===== config.mk =====
export PLATFORM = sky130hd
export DESIGN_NAME = dlx_branch_predict_unit
export DESIGN_NICKNAME = d
export VERILOG_FILES = /design/src/rtl/dlx_branch_predict_unit.sv
export SDC_FILE = /design/constraint.sdc
export NUM_CORES = 2
export LEC_CHECK = 0
export BUFFER_PORTS_ARGS = -buffer_cell sky130_fd_sc_hd__buf_2
export CAP_MARGIN = 30
export CORE_ASPECT_RATIO = 1.1
export CORE_MARGIN = 10
export CORE_UTILIZATION = 44
export CTS_BUF_LIST = sky130_fd_sc_hd__clkbuf_8
export DETAILED_ROUTE_END_ITERATION = 8
export PLACE_DENSITY = 0.69
export SETUP_SLACK_MARGIN = 0.02
export SLEW_MARGIN = 10
export SYNTH_ARGS = -nofsm -noshare
export SYNTH_HDL_FRONTEND = slang
export SYNTH_SLANG_ARGS = --single-unit

===== constraint.sdc =====
create_clock -name clk -period 23.5 [get_ports clk]
set_input_delay 0 -clock clk [delete_from_list [all_inputs] [get_ports clk]]
set_output_delay 0 -clock clk [all_outputs]
set_load 0.05 [all_outputs]

===== src/rtl/dlx_branch_predict_unit.sv =====
// dlx_branch_predict_unit: ID-stage jump/branch resolver with a direct-mapped BTB feeding IF prediction.
// Define BRU_STATS_EN to build the resolved-branch and mispredict counters; otherwise those ports read 0.
module dlx_branch_predict_unit #(
   parameter int          BTB_DEPTH    = 64,
   parameter logic [1:0]  BR_ALLOC_CTR = 2'b10,
   parameter logic [31:0] LINK_OFFSET  = 32'd0
) (
   input  logic        clk,
   input  logic        reset,
   input  logic [31:0] if_pc,
   output logic        if_pred_taken,
   output logic [31:0] if_pred_target,
   input  logic        id_valid,
   input  logic        id_stall,
   input  logic [31:0] id_instruction,
   input  logic [31:0] id_pc_plus_four,
   input  logic [31:0] id_rs1,
   input  logic        id_pred_taken,
   input  logic [31:0] id_pred_target,
   output logic        redirect,
   output logic [31:0] redirect_pc,
   output logic        link_we,
   output logic [31:0] link_value,
   output logic [31:0] stat_branches,
   output logic [31:0] stat_mispredicts
);
   localparam int IDX = $clog2(BTB_DEPTH);
   localparam int TW  = 30 - IDX;
   logic [BTB_DEPTH-1:0] valid_q;
   logic [TW-1:0]        tag_q    [BTB_DEPTH];
   logic [31:0]          target_q [BTB_DEPTH];
   logic [1:0]           ctr_q    [BTB_DEPTH];
   logic        redirect_q, redirect_d, link_we_q, link_we_d;
   logic [31:0] redirect_pc_q, redirect_pc_d, link_value_q, link_value_d;
   logic [IDX-1:0] l_idx, u_idx;
   logic           l_hit, u_hit;
   logic [5:0]  op;
   logic        is_j, is_jr, is_br, is_link, taken, resolve, mispredict, btb_we;
   logic [31:0] target, u_pc, wr_target;
   logic [TW-1:0] u_tag;
   logic [1:0]  u_ctr, wr_ctr;
   logic        unused_bits;
   // Lookup reads the array before any same-cycle update lands.
   always_comb begin
      l_idx          = if_pc[IDX+1:2];
      l_hit          = valid_q[l_idx] && tag_q[l_idx] == if_pc[31:IDX+2];
      if_pred_taken  = l_hit && ctr_q[l_idx][1];
      if_pred_target = l_hit ? target_q[l_idx] : 32'd0;
   end
   always_comb begin
      op         = id_instruction[31:26];
      is_j       = op == 6'h02 || op == 6'h03;
      is_jr      = op == 6'h12 || op == 6'h13;
      is_br      = op == 6'h04 || op == 6'h05;
      is_link    = op == 6'h03 || op == 6'h13;
      target     = is_jr ? id_rs1
                 : is_j  ? id_pc_plus_four + {{6{id_instruction[25]}}, id_instruction[25:0]}
                 :         id_pc_plus_four + {{16{id_instruction[15]}}, id_instruction[15:0]};
      taken      = is_j || is_jr || (op == 6'h04 && id_rs1 == 32'd0) || (op == 6'h05 && id_rs1 != 32'd0);
      resolve    = id_valid && !id_stall && !redirect_q;
      mispredict = resolve && (taken != id_pred_taken || (taken && id_pred_target != target));
      u_pc       = id_pc_plus_four - 32'd4;
      u_idx      = u_pc[IDX+1:2];
      u_tag      = u_pc[31:IDX+2];
      u_hit      = valid_q[u_idx] && tag_q[u_idx] == u_tag;
      u_ctr      = ctr_q[u_idx];
      btb_we     = resolve && (is_j || (is_br && (u_hit || taken)));
      wr_ctr     = is_j   ? 2'b11
                 : !u_hit ? BR_ALLOC_CTR
                 : taken  ? (u_ctr == 2'b11 ? 2'b11 : u_ctr + 2'd1)
                 :          (u_ctr == 2'b00 ? 2'b00 : u_ctr - 2'd1);
      wr_target  = (is_j || taken) ? target : target_q[u_idx];
      redirect_d    = mispredict;
      redirect_pc_d = mispredict ? (taken ? target : id_pc_plus_four) : redirect_pc_q;
      link_we_d     = resolve && is_link;
      link_value_d  = link_we_d ? id_pc_plus_four + LINK_OFFSET : link_value_q;
   end
   always_ff @(posedge clk) begin
      if (reset) begin
         redirect_q    <= 1'b0;
         redirect_pc_q <= 32'd0;
         link_we_q     <= 1'b0;
         link_value_q  <= 32'd0;
         valid_q       <= '0;
         for (int i = 0; i < BTB_DEPTH; i++) ctr_q[i] <= 2'b00;
      end else begin
         redirect_q    <= redirect_d;
         redirect_pc_q <= redirect_pc_d;
         link_we_q     <= link_we_d;
         link_value_q  <= link_value_d;
         if (btb_we) begin
            valid_q[u_idx]  <= 1'b1;
            tag_q[u_idx]    <= u_tag;
            target_q[u_idx] <= wr_target;
            ctr_q[u_idx]    <= wr_ctr;
         end
      end
   end
   assign redirect    = redirect_q;
   assign redirect_pc = redirect_pc_q;
   assign link_we     = link_we_q;
   assign link_value  = link_value_q;
   assign unused_bits = ^{u_pc[1:0], if_pc[1:0]};
`ifdef BRU_STATS_EN
   logic [31:0] stat_branches_q, stat_branches_d, stat_mispredicts_q, stat_mispredicts_d;
   logic        is_ctl;
   always_comb begin
      is_ctl             = is_j || is_jr || is_br;
      stat_branches_d    = stat_branches_q + {31'd0, resolve && is_ctl && stat_branches_q != '1};
      stat_mispredicts_d = stat_mispredicts_q + {31'd0, mispredict && stat_mispredicts_q != '1};
   end
   always_ff @(posedge clk) begin
      if (reset) begin
         stat_branches_q    <= 32'd0;
         stat_mispredicts_q <= 32'd0;
      end else begin
         stat_branches_q    <= stat_branches_d;
         stat_mispredicts_q <= stat_mispredicts_d;
      end
   end
   assign stat_branches    = stat_branches_q;
   assign stat_mispredicts = stat_mispredicts_q;
`else
   assign stat_branches    = 32'd0;
   assign stat_mispredicts = 32'd0;
`endif
endmodule


---- Word-level counts from Yosys, hierarchy flattened ----
Memory sizes are Yosys's and may differ from the RTL's.
Index checks and enable logic that the tools add are counted.
storage, ports and cells
  flip-flop bits (word level) ............. 130
  RAM bits ................................ 3712
  input bits .............................. 165
  output and inout port bits .............. 163
  word-level logic and storage cells ...... 84
  memories ................................ 3
cells by class
  add/sub/neg operators ................... 5
  $lt $le $gt $ge ......................... 3
  equality and inequality tests ........... 12
  multiplexer cells ....................... 24
  bitwise gates (word level) .............. 1
  reduce and logical (&&, ||, !) cells .... 31
memories
  memory    depth  width  read ports  clocked after memory_dff  write ports  line  source
  target_q  64     32     1           0                         1            31    logic [31:0] target_q [BTB_DEPTH];
  tag_q     64     24     2           0                         1            30    logic [TW-1:0] tag_q [BTB_DEPTH];
  ctr_q     64     2      2           0                         64           32    logic [1:0] ctr_q [BTB_DEPTH];
operators with widths
  operator                                                     count
  2-to-1 mux 32 bit                                            5
  adder 32 bit                                                 2
  bitwise OR 64 bit                                            1
  == test 24 bit                                               2
  logical NOT 32 bit                                           1
  != test 32 bit                                               1
  nonzero test 32 bit                                          1
  subtractor 32 x 3 -> 32 bit (second input constant)          1
  less-than comparator 6 x 7 -> 1 bit (second input constant)  2
  logical AND 1 bit                                            13
  binary-select mux 1 bit (select 6 bit)                       2
  == test 6 x 2 -> 1 bit (second input constant)               2
  == test 6 x 3 -> 1 bit (second input constant)               2
  == test 6 x 5 -> 1 bit (second input constant)               2
  2-to-1 mux 2 bit                                             6
  logical OR 1 bit                                             11
  2-to-1 mux 1 bit                                             9
  demux 1 bit (select 6 bit)                                   1
  >= comparator 6 x 1 -> 1 bit (second input constant)         1
  2-to-1 mux 6 bit                                             1
  adder 2 x 1 -> 2 bit (second input constant)                 1
  == test 2 bit (second input constant)                        1
  logical NOT 1 bit                                            2
  logical NOT 2 bit                                            1
  5 further kinds                                              5

---- Longest topological paths before layout ----
  depth after elaboration ................. 14
  gate-level depth with buffers ........... 25
  depth with buffers taken out ............ 16

---- Worst setup path after synthesis ----
Ideal clock, no wire load.
  path kind ............................... input-to-reg
  start point ............................. input id_pc_plus_four[2]
  end point ............................... memory target_q[24][0] (enable)
  library setup time ...................... 0.502 ns
  arrival ................................. 8.823 ns
  data required time ...................... 22.998 ns
  path slack .............................. 14.176 ns
  stages on the path ...................... 18
  path buffers ............................ 7
  path through ............................ buf_2 buf_4 inv_1 buf_2 buf_2 buf_1 ha_1 or3b_2 or3_1 xnor2_1 nand3_1 a221oi_1 nand4_1 nor4_1 nor2_1 buf_4 buf_6 nor4_1
between the ends
  elaborated cells on any way between the ends .. 14
  classes of those cells .................. add/sub: 1; eq/ne: 1; mux: 5; reduce/logical: 6; memory: 1
RTL lines
  element                                 line  source
  from (decl)                             16    input logic [31:0] id_pc_plus_four,
  subtractor 32 x 3 -> 32 bit             62    u_pc = id_pc_plus_four - 32'd4;
  named net u_pc[10]                      39    logic [31:0] target, u_pc, wr_target;
  == test 24 bit                          65    u_hit = valid_q[u_idx] && tag_q[u_idx] == u_tag;
  logical AND 1 bit                       65
  logical OR 1 bit                        67    btb_we = resolve && (is_j || (is_br && (u_hit || taken)));
  logical AND 1 bit                       67
  logical OR 1 bit                        67
  logical AND 1 bit                       67
  2-to-1 mux 1 bit                        91    if (btb_we) begin
  2-to-1 mux 1 bit                        79    if (reset) begin
  2-to-1 mux 1 bit (implied by the code)  94    target_q[u_idx] <= wr_target;
  AND reduction 2 bit (no source line)    --
  to (decl)                               31
The timed path passes the listed nets, and every way through them passes these cells. The select of a mux whose other input is x is not followed.

---- Final worst setup path ----
  start point ............................. input id_pc_plus_four[3]
  end point ............................... memory tag_q[29][2] in the netlist's numbering (enable)
between the ends
  word-level cells in the longest chain between the ends .. 11
  elaborated cells on any way between the ends .. 13
  classes of those cells .................. add/sub: 1; eq/ne: 1; mux: 5; reduce/logical: 5; memory: 1
ends and longest elaborated chain
  element                                                                                line  source
  subtractor 32 x 3 -> 32 bit (*)                                                        62
  memory (64 x 24 bit) / binary-select mux 1 bit (select 6 bit) (equally long branches)  --
  == test 24 bit / 2-to-1 mux 1 bit (equally long branches)                              65
  logical AND 1 bit                                                                      65
  logical OR 1 bit                                                                       67
  logical AND 1 bit                                                                      67
  logical OR 1 bit                                                                       67
  logical AND 1 bit                                                                      67
  2-to-1 mux 1 bit                                                                       91
  2-to-1 mux 1 bit                                                                       79
  2-to-1 mux 1 bit (implied by the code)                                                 93    tag_q[u_idx] <= u_tag;
  to (decl)                                                                              30
Mark *: on every way between the ends. The rest lies on a longest branch, timed or not. The select of a mux whose other input is x is not followed.

==> metrics.txt <==
Worst R2R Setup Slack=16.58 ns; crit start category=primary input; drt first pass iters=9; pin count of the biggest net entering global routing=226; area of the multi-input gates=51500 µm²; switching share of power=25.5%; RSZ-0062 raised after global routing=no; H-tree depth=6; clock root buffer=clkbuf_8; Iteration-0 DRC Markers=14700; worst hold stages=4; HP Class=primary input to register; full die area=406000 µm²; FP Rows=between 200 and 250; post-synthesis simple-gate area fraction=4.80%; CTS tree=yes; GRT Total Usage=between 20% and 30%; clk_skew=0.128 ns; Yosys cell types=88; Max-Cap Viols=0; Layout area overhead=13.0%; Routed WL=532 mm; GP Congestion=0.922; fillers=30000; async set or reset register ratio after synthesis=0%; FF-to-FF End=tag_q[29][2]; cell taking the most area after synthesis=edfxtp_1; Synth Area in Compound Gates=2.86%; clock sink count=3842; vias in the first global route=99500; hpwl dp=about 310 mm; Flop pwr share=52.6%; Peak VDD IR=approximately 0.077 mV; delay-heaviest family, CP=buffers and inverters; Top Ports=328; cell-internal power=10900 µW; Worst Tran Pin Value=between 1 and 1.5 ns; Slew Limit Headroom=14.7%; DRC Markers=0; Final Critical Period=~9.4 ns; mapped cell area=168000 µm²; flops & latches, synth=between 3000 and 4000; WP data arrival=between 10 and 15 ns; Crit Path Class=primary input to register; FMAX=0.106 GHz; Clock power frac=between 30% and 40%; IO buf count=261; Mapped Cells=8874; CP required=24.26 ns; Pleak=0.0604 µW; crit-path most repeated cell=buf_12; Post-synth EDFFs=3712; antenna-violating nets left=0; CTS max path bufs=4; FF-to-FF Start=tag_q[55][23]; synth top area cells=edfxtp_1 (66%), mux4_2 (20%), nand2_1 (1.8%); R2R cell count=14; die height=667 µm; DR vias/cell=6.59; Psw=3740 µW; period utilization=40.2%; Clk Latency, worst-skew pair=1.24 ns; combinational fraction of design power=slightly above 10%; post-synthesis mux area share=21.2%; Ys Warns=0; share of layout cells above drive strength 1=31.1%; worst path bufs/invs=9; post-synth top area share=66.5%; via count=99500; slowest CP cell=buf_4; post-synthesis adder-cell area fraction=0.264%; Setup crit end kind=register; die width=609 µm; routed len/inst=roughly 35 µm; Cell Chain, Critical Path=dlygate4sd3_1 -> buf_2 -> inv_1 -> ha_4 -> buf_12 -> buf_4 -> buf_12 -> mux4_2 -> mux2i_1 -> mux2_2 -> a32oi_1 -> nand4_1 -> xnor2_1 -> a211oi_1 -> nand4_1 -> nor4_1 -> nor2_4 -> buf_12 -> buf_12 -> nor4_2 -> buf_4; CTS Buf Count=~620; PwrDens=77.4 nW/µm²; post-synthesis sequential area ratio=68.0%; endpoints failing hold=0; Setup-failing EPs final=0; initial antenna violation count=46; Primary FF master, synth=edfxtp_1; main combinational cell family by area after synthesis=multiplexers; worst setup margin=about 14 ns; hold path endpoint=target_q[18][9]; grt ovf=0; status=completed; Register Area=roughly 110000 µm²; first-pass GRT wire length=approximately 740 mm; slowest stage delay, CP=0.89 ns; synthesized area per cell=18.9 µm²; Synth Area in XOR/XNOR=less than 1%; core area=roughly 380000 µm²; hold wc startpoint=id_rs1[9]; register clock-pin slew on the reported worst setup and hold paths=0.06 ns; Initial Util=44.2%; Crit Path Max Fanout=between 200 and 250; setup TNS=0 ns; dpl ws=13.71 ns; Final nets=9758; Max Slew Vio Count=0
cell usage after synthesis (all sizes together), types with 33 or more instances:
master / n
mux2: 41
nand4: 60
buf: 385
a31oi: 63
clkbuf: 377
a211oi: 43
a32oi: 70
nor4: 274
edfxtp: 3712
mux4: 1468
xor2: 36
nand2: 790
o21ai: 80
a21oi: 131
nand3: 184
dfxtp: 130
mux2i: 208
ha: 33
nor2: 114
o31ai: 129
xnor2: 68
nor2b: 62
nor3: 109
inv: 42
layout by cell type (no fill, tap or decap), types with 157 or more instances in the layout:
cell	instances
mux2i_1	208
buf_4	331
mux4_2	1468
buf_2	256
edfxtp_1	3712
inv_1	212
nand3_1	183
nor4_1	157
nand2_1	776
clkbuf_8	640
cell families (layout without fill, tap and decap cells):
kind of cell,Yosys count,count (layout)
AO/OA/AOI/OAI,682,682
XOR/XNOR,106,106
adder cells (fa/ha/maj),35,35
buffers and inverters,804,1899
flip-flops,3842,3842
multiplexers,1717,1717
other,1,110
AND/OR/NAND/NOR,1687,1687
worst max path at each step:
stage,start,end,slack (ns),cells after the start
floorplan,id_pc_plus_four[2],target_q[24][0],14.18,18
global placement,id_pc_plus_four[2],tag_q[11][2],13.80,20
detailed placement,id_pc_plus_four[2],tag_q[14][18],13.71,20
CTS,id_pc_plus_four[3],tag_q[14][15],14.12,21
global route,id_pc_plus_four[3],tag_q[31][2],14.01,21
finish,id_pc_plus_four[3],tag_q[29][2],14.06,21
final cells by class:
type,instances,area share (%)
inverters,42,0.0859
clock buffers,639,4.64
clock inverters,457,1.39
repair buffers,761,3.11
well taps,5019,3.32
multi-input cells,4291,27.2
diodes,46,0.0608
flip-flops and latches,3842,60.2
layer usage:
metal  global-route usage, %  part of all wire [%]  vias up  routed length [µm]
met3                    7.53                    12     1624               65600
met2                    40.4                    47     7472              251000
met1                    31.6                    34    51800              182000
met4                    13.3                   6.3       16               33800
li1                        -                     -    38600                   -
met5                       0                 0.043        -                 229
sequential cells by signal (all words and copies together), names as in the netlist:
name,cells
redirect,1
link_we,1
target_q,2048
link_value,32
tag_q,1536
valid_q,64
redirect_pc,32
ctr_q,128
through the flow:
stage / util, % / area [µm²] / instances / total power, µW / hold slack [ns]
4_1_cts: 49.9 / 189000 / 15000 / 14700 / 0.00127
2_1_floorplan: - / 168000 / 8937 / 8770 / 0.126
5_1_grt: 49.9 / 189000 / 15100 / 15100 / 0.0328
3_3_place_gp: 46.4 / 176000 / 13800 / 9260 / 0.401
6_report: 49.9 / 189000 / 15100 / 14700 / 0.0686
3_5_place_dp: 46.5 / 176000 / 13800 / 9300 / 0.399
power groups by stage:
stage	registers, µW	logic [µW]	clock network, µW
after global routing	7710	1570	5810
after detailed placement	7860	1450	0
after global placement	7860	1400	0
after floorplan	7890	884	0
after CTS	7710	1470	5510
final	7710	1500	5450
what timing repair did:
action | CTS | global route
endpoints found under the setup margin | 0 | 0
endpoints found under the hold margin | 2723 | 5
resized for setup | 0 | 0
setup buffers | 0 | 0
hold buffers | 133 | 3
worst min-delay path: stages:
cell and delay, ns:
dlygate4sd3_1 0.53, buf_2 0.21, nand2_1 0.12, nand2_2 0.19
Note: power is estimated with default switching activity, not from simulation.
